$ cat config.mk
export PLATFORM = sky130hd
export DESIGN_NAME = pipelined_compare_unit
export DESIGN_NICKNAME = d
export VERILOG_FILES = /design/src/rtl/pipelined_compare_unit.sv
export SDC_FILE = /design/constraint.sdc
export NUM_CORES = 1
export LEC_CHECK = 0
export BUFFER_PORTS_ARGS = -buffer_cell sky130_fd_sc_hd__buf_2
export CAP_MARGIN = 20
export CORE_MARGIN = 2
export CORE_UTILIZATION = 54
export DETAILED_ROUTE_END_ITERATION = 10
export GPL_ROUTABILITY_DRIVEN = 0
export PLACE_DENSITY_LB_ADDON = 0.12
export SYNTH_ARGS = -nofsm -noshare
export SYNTH_HDL_FRONTEND = slang
export SYNTH_SLANG_ARGS = --single-unit
export TNS_END_PERCENT = 1
$ cat constraint.sdc
create_clock -name clock -period 2.5 [get_ports clock]
set_input_delay 0 -clock clock [delete_from_list [all_inputs] [get_ports clock]]
set_output_delay 0 -clock clock [all_outputs]
set_load 0.05 [all_outputs]
$ cat src/rtl/pipelined_compare_unit.sv
`timescale 1ns/1ps
// Two-stage pipelined comparator: per-chunk equality / unsigned less-than in stage 1,
// priority merge and mode select in stage 2, with valid/ready flow control and a true-result counter.
module pipelined_compare_unit #(
    parameter int WIDTH = 32,
    parameter int CHUNK = 8,
    parameter int TAG_W = 5,
    parameter int CNT_W = 16
) (
    input  logic             clock,
    input  logic             reset_n,
    input  logic             in_valid,
    output logic             in_ready,
    input  logic [WIDTH-1:0] in_a,
    input  logic [WIDTH-1:0] in_b,
    input  logic [2:0]       in_mode,
    input  logic [TAG_W-1:0] in_tag,
    output logic             out_valid,
    input  logic             out_ready,
    output logic             out_result,
    output logic [TAG_W-1:0] out_tag,
    output logic             out_illegal,
    input  logic             cnt_clear,
    output logic [CNT_W-1:0] true_count
);

    localparam int NCH = WIDTH / CHUNK;

    localparam logic [2:0] MODE_EQ  = 3'd0;
    localparam logic [2:0] MODE_NE  = 3'd1;
    localparam logic [2:0] MODE_LT  = 3'd2;
    localparam logic [2:0] MODE_LTU = 3'd3;
    localparam logic [2:0] MODE_GE  = 3'd4;
    localparam logic [2:0] MODE_GEU = 3'd5;

    localparam logic [CNT_W-1:0] CNT_MAX = '1;
    localparam logic [CNT_W-1:0] CNT_ONE = {{(CNT_W-1){1'b0}}, 1'b1};

    logic stall;
    logic advance;
    logic out_xfer;

    // Stalling only when a valid result is blocked lets bubbles in stage 2 be overwritten.
    assign stall    = out_valid & ~out_ready;
    assign advance  = ~stall;
    assign in_ready = ~stall;
    assign out_xfer = out_valid & out_ready;

    logic [NCH-1:0] ne_c;
    logic [NCH-1:0] lt_c;

    always_comb begin
        ne_c = '0;
        lt_c = '0;
        for (int i = 0; i < NCH; i++) begin
            ne_c[i] = |(in_a[i*CHUNK +: CHUNK] ^ in_b[i*CHUNK +: CHUNK]);
            lt_c[i] = in_a[i*CHUNK +: CHUNK] < in_b[i*CHUNK +: CHUNK];
        end
    end

    logic             s1_valid;
    logic [NCH-1:0]   s1_ne;
    logic [NCH-1:0]   s1_lt;
    logic             s1_sign_a;
    logic             s1_sign_b;
    logic [2:0]       s1_mode;
    logic [TAG_W-1:0] s1_tag;

    always_ff @(posedge clock or negedge reset_n) begin
        if (!reset_n) begin
            s1_valid  <= 1'b0;
            s1_ne     <= '0;
            s1_lt     <= '0;
            s1_sign_a <= 1'b0;
            s1_sign_b <= 1'b0;
            s1_mode   <= '0;
            s1_tag    <= '0;
        end else if (advance) begin
            s1_valid  <= in_valid;
            s1_ne     <= ne_c;
            s1_lt     <= lt_c;
            s1_sign_a <= in_a[WIDTH-1];
            s1_sign_b <= in_b[WIDTH-1];
            s1_mode   <= in_mode;
            s1_tag    <= in_tag;
        end
    end

    logic s2_ne;
    logic s2_ltu;
    logic s2_lt;
    logic s2_result;
    logic s2_illegal;

    always_comb begin
        s2_ltu = 1'b0;
        // The most significant differing chunk decides the unsigned ordering.
        for (int i = 0; i < NCH; i++) begin
            if (s1_ne[i]) begin
                s2_ltu = s1_lt[i];
            end
        end
        s2_ne      = |s1_ne;
        s2_lt      = (s1_sign_a != s1_sign_b) ? s1_sign_a : s2_ltu;
        s2_result  = 1'b0;
        s2_illegal = 1'b0;
        case (s1_mode)
            MODE_EQ:  s2_result = ~s2_ne;
            MODE_NE:  s2_result = s2_ne;
            MODE_LT:  s2_result = s2_lt;
            MODE_LTU: s2_result = s2_ltu;
            MODE_GE:  s2_result = ~s2_lt;
            MODE_GEU: s2_result = ~s2_ltu;
            default:  s2_illegal = 1'b1;
        endcase
    end

    always_ff @(posedge clock or negedge reset_n) begin
        if (!reset_n) begin
            out_valid   <= 1'b0;
            out_result  <= 1'b0;
            out_tag     <= '0;
            out_illegal <= 1'b0;
        end else if (advance) begin
            out_valid   <= s1_valid;
            out_result  <= s2_result;
            out_tag     <= s1_tag;
            out_illegal <= s2_illegal;
        end
    end

    always_ff @(posedge clock or negedge reset_n) begin
        if (!reset_n) begin
            true_count <= '0;
        end else if (cnt_clear) begin
            true_count <= '0;
        end else if (out_xfer && out_result && (true_count != CNT_MAX)) begin
            true_count <= true_count + CNT_ONE;
        end
    end

endmodule

======== Yosys cells after proc, flatten, opt, wreduce, memory -nomap -nowiden ========
Cells that the tools add are included.
cells by class
  bitwise logic cells ..................... 11
  reductions and logical operators ........ 10
  equal/unequal tests ..................... 7
  mux-type cells .......................... 9
  $add $sub $neg .......................... 1
  magnitude comparators ................... 4
operator list
  operator                                        number
  < comparator 8 bit                              4
  two-way mux 16 bit                              2
  OR reduction 8 bit                              4
  bitwise XOR 8 bit                               4
  adder 16 x 1 -> 16 bit (second input constant)  1
  inequality test 16 bit (second input constant)  1
  == test 3 x 2 -> 1 bit (second input constant)  2
  == test 3 bit (second input constant)           2
  two-way mux 1 bit                               6
  case mux 1 bit (6 select lines)                 1
  OR reduction 6 bit                              1
  inverter 1 bit                                  5
  OR reduction 4 bit                              1
  == test 3 x 1 -> 1 bit (second input constant)  1
  logical NOT 3 bit                               1
  bitwise AND 1 bit                               2
  logical AND 1 bit                               2
  nonzero test 2 bit                              1
  inequality test 1 bit                           1
storage, ports and cells
  output and inout bits ................... 25
  logic and storage cells ................. 54
  input port bits ......................... 77
  register bits ........................... 43

======== Longest topological paths before layout ========
  depth in word-level cells ............... 7
  gate-level depth with buffers ........... 8
  mapped depth without buffers ............ 8

======== Least setup slack after synthesis ========
OpenSTA, ideal clock, no wires.
  kind .................................... reg2reg
  start point ............................. register true_count[0]
  end point ............................... register true_count[8]
  period minus slack after synthesis ...... 1,883 ps
  data arrival time ....................... 1,750 ps
  slack ................................... 617 ps
  library setup time ...................... 133 ps
  path buffers ............................ 0
  stages on the path, launching flop included .. 7
  data required time ...................... 2,367 ps
  cells stage by stage .................... dfrtp_1 > ha_1 > nand3_2 > a311oi_4 > nand3_1 > xor2_1 > nor2_1
between the ends
  longest elaborated chain between the ends .. 3
  elaborated cells on any way between the ends .. 6
  those cells by class .................... 1 x add/sub; 1 x eq/ne; 2 x mux; 2 x reduce/logical
RTL lines
  item                                                              RTL line  source
  from (decl)                                                       24        output logic [CNT_W-1:0] true_count
  from (signal assigned)                                            138       true_count <= true_count + CNT_ONE;
  adder 16 x 1 -> 16 bit or inequality test 16 bit (tied branches)  138, 137
  two-way mux 16 bit or logical AND 1 bit (tied branches)           137       end else if (out_xfer && out_result && (true_count != CNT_MAX)) begin
  two-way mux 16 bit or nonzero test 2 bit (tied branches)          n/a
Parallel ways exist; a longest one is shown, timed or not. The select of a mux whose other input is x is not followed.
A chain may end at the register's enable or synchronous reset.

======== Worst setup path in the final report ========
  start point ............................. register true_count[0]
  end point ............................... register true_count[9]
The elaborated chain is that of the path after synthesis.

==> metrics.yaml <==
outcome: "finished, final reports clean"
antennaDiodeCount: 0
nNetsFinal: 529
cts_tree: "built"
final_util: 0.739
firstDrtPassIters: 4
synthesis.nets: 413
fillers: 413
place_hpwl_um: 4330
final_area_sq_um: 3560
crit_path_end_kind: "flip-flop"
ir_drop_v: 0.000291
wl_per_cell_um: 11.5
postCtsHoldBufs: 12
max_slew_margin: 0.387
multiInputGateArea_sq_um: 1510
portBuffers: 101
drt_iter0_drc: 66
final_hold_viol_count: 0
synth_async_sr_flop_share: 1.00
grt_pass1_wl_um: 8870
die_h_um: 75.4
start_util: 0.571
drc: 0
setup_viol: 0
cp-endpoint: "true_count[9]"
cts_setup_buffers: 0
grt_max_degree: 44
netlist_area_sq_um: 2750
ys_ff_latch: 43
p_leak_uw: 0.00195
power_uw: 1790
die_w_um: 75.4
dieArea_sq_um: 5680
path_clk_slew_ns: 0.08
seq_area_frac_synth: 0.391
grt-ovfl-total: 0
ios: 102
cts_sinks: 43
areaGrowthSynthToFinish_pct: 29.4
crit_path_start: "true_count[0]"
finalCritPeriodShare: 0.644
grtUsageTotal: 0.200
ctsRootBufferMaster: "clkbuf_8"
grt_pass1_vias: 2179
antenna_found_initial: 0
cp-start-kind: "flip-flop"
worstPathRequired_ns: 2.68
wl_um: 5590
seq_area_sq_um: 1080
rsz0062_at_grt: "false"
crit_chain: "ha_1 > and3_4 > a41oi_4 > nand3_1 > xor2_1 > nor2_1"
cts_buffers: 5
rr_worst_depth: 6
slowest_delay_ns: 0.44
drive_gt1_frac: 0.303
cap_viol_max_count: 0
timing.rr.start: "true_count[0]"
fin_skew_ns: 0.00958
crit_slowest_cell: "dfrtp_1"
htreeDepth: 2
clkLatencyLatePin_ns: 0.29
tns_ns: 0
cp.arrival_ns: 1.79
synth_edf_count: 0
avgSynthCellArea_sq_um: 9.08
worstMarginPinSlew_ns: 0.919
path_class: "flip-flop to flip-flop"
synth_warnings: 0
fin_ws_ns: 0.891
vias_per_cell: 4.95
synthFlopType: "dfrtp_1"
power_density_nw_per_um2: 502
row_count: 25
crit_fanout: 4
fin_crit_ns: 1.61
cts_resized: 0
dr_total_vias: 2406
core-area_sq_um: 4820
post_dp_cell_area_sq_um: 3340
hold_path_class: "primary input to flip-flop"
preCtsSetupSlack_ns: 0.896
synthCells: 303
rr_endpoint: "true_count[9]"
fmax_ghz: 0.621
yosysUniqueCellTypes: 42
rrSetupSlack_ns: 0.89
drv_slew: 0
clockBufferDepth: 2
detail-route-antenna-nets: 0
synth_stat cells, types with 2 or more instances:
cell type,number,area share
o21a_1,8,0.022
ha_1,33,0.15
nand4_1,4,0.0091
dfrtp_1,43,0.39
nand2_1,62,0.085
and3_4,2,0.0082
inv_1,37,0.050
and4_4,2,0.0082
o21ai_0,6,0.011
buf_1,2,0.0027
xor2_1,10,0.032
clkbuf_1,5,0.0068
nand3_1,13,0.024
nand2b_1,2,0.0045
o32a_1,2,0.0073
o21ai_1,3,0.0055
nor3_1,3,0.0055
and3_2,2,0.0055
nand4_4,2,0.015
nor2_1,17,0.023
o211ai_1,3,0.0082
xnor2_1,4,0.013
nor2b_1,5,0.011
a21oi_1,15,0.027
cells in the final DEF (no fill, tap or decap), types with 5 or more instances in the layout:
cell           count
inv_1             37
o21ai_0            6
nor2b_1            5
nand2_1           62
nor2_1            17
dfrtp_1           43
xor2_1            10
ha_1              33
buf_2            101
dlygate4sd3_1     12
nand3_1           13
o21a_1             8
clkbuf_8           5
a21oi_1           15
critical path, delay by kind of cell, from the launching register on:
| family | cells | cell delay, ns |
|---|---|---|
| XOR/XNOR | 1 | 0.16 |
| adder cells (fa/ha/maj) | 1 | 0.26 |
| AO/OA/AOI/OAI | 1 | 0.26 |
| flip-flops | 1 | 0.44 |
| AND/OR/NAND/NOR | 3 | 0.37 |
power breakdown:
part | internal, uW | switching, uW
Clock | 293 | 224
Combinational | 184 | 290
Sequential | 759 | 39.0
Total | 1240 | 553
cells by family (layout without fill, tap and decap cells):
| logic type | after synthesis | count (layout) | share of synthesized area |
|---|---|---|---|
| buffers and inverters | 44 | 160 | 0.0600 |
| AND/OR/NAND/NOR | 121 | 121 | 0.222 |
| adder cells (fa/ha/maj) | 33 | 33 | 0.150 |
| AO/OA/AOI/OAI | 46 | 46 | 0.124 |
| flip-flops | 43 | 43 | 0.391 |
| multiplexers | 2 | 2 | 0.00773 |
| XOR/XNOR | 14 | 14 | 0.0446 |
layout make-up:
class,count,area share
multi-input combinational,216,0.424
sequential,43,0.302
timing repair buffer,116,0.182
inverter,37,0.0390
tap,67,0.0236
clock buffer,6,0.0204
clock inverter,1,0.00844
worst min path at each step:
stage / cells past startpoint / endpoint / startpoint
2_1_floorplan: 0 / out_illegal / reset_n
3_3_place_gp: 1 / true_count[8] / reset_n
3_5_place_dp: 1 / true_count[8] / reset_n
4_1_cts: 2 / true_count[10] / cnt_clear
5_1_grt: 2 / true_count[10] / cnt_clear
6_report: 2 / true_count[10] / cnt_clear
per-stage QoR:
step | std cells | hold WS, ns
2_1_floorplan | 303 | -0.296
5_1_grt | 486 | 0.0679
3_3_place_gp | 467 | 0.188
3_5_place_dp | 467 | 0.190
4_1_cts | 486 | 0.0569
6_report | 486 | 0.0672
flip-flops by register name, summed over array words and instances, names as in the netlist, 3 cells and up:
signal	cells
true_count	16
out_tag	5
s1_tag	5
s1_lt	4
s1_ne	4
s1_mode	3
routing by layer:
layer	share of wire	vias up	GRT usage
met5	0	-	0
met4	0.0050	0	0.0585
met3	0.054	2	0.0410
met2	0.51	67	0.353
met1	0.43	1093	0.249
li1	-	1244	-
(Power assumes the default switching activity.)
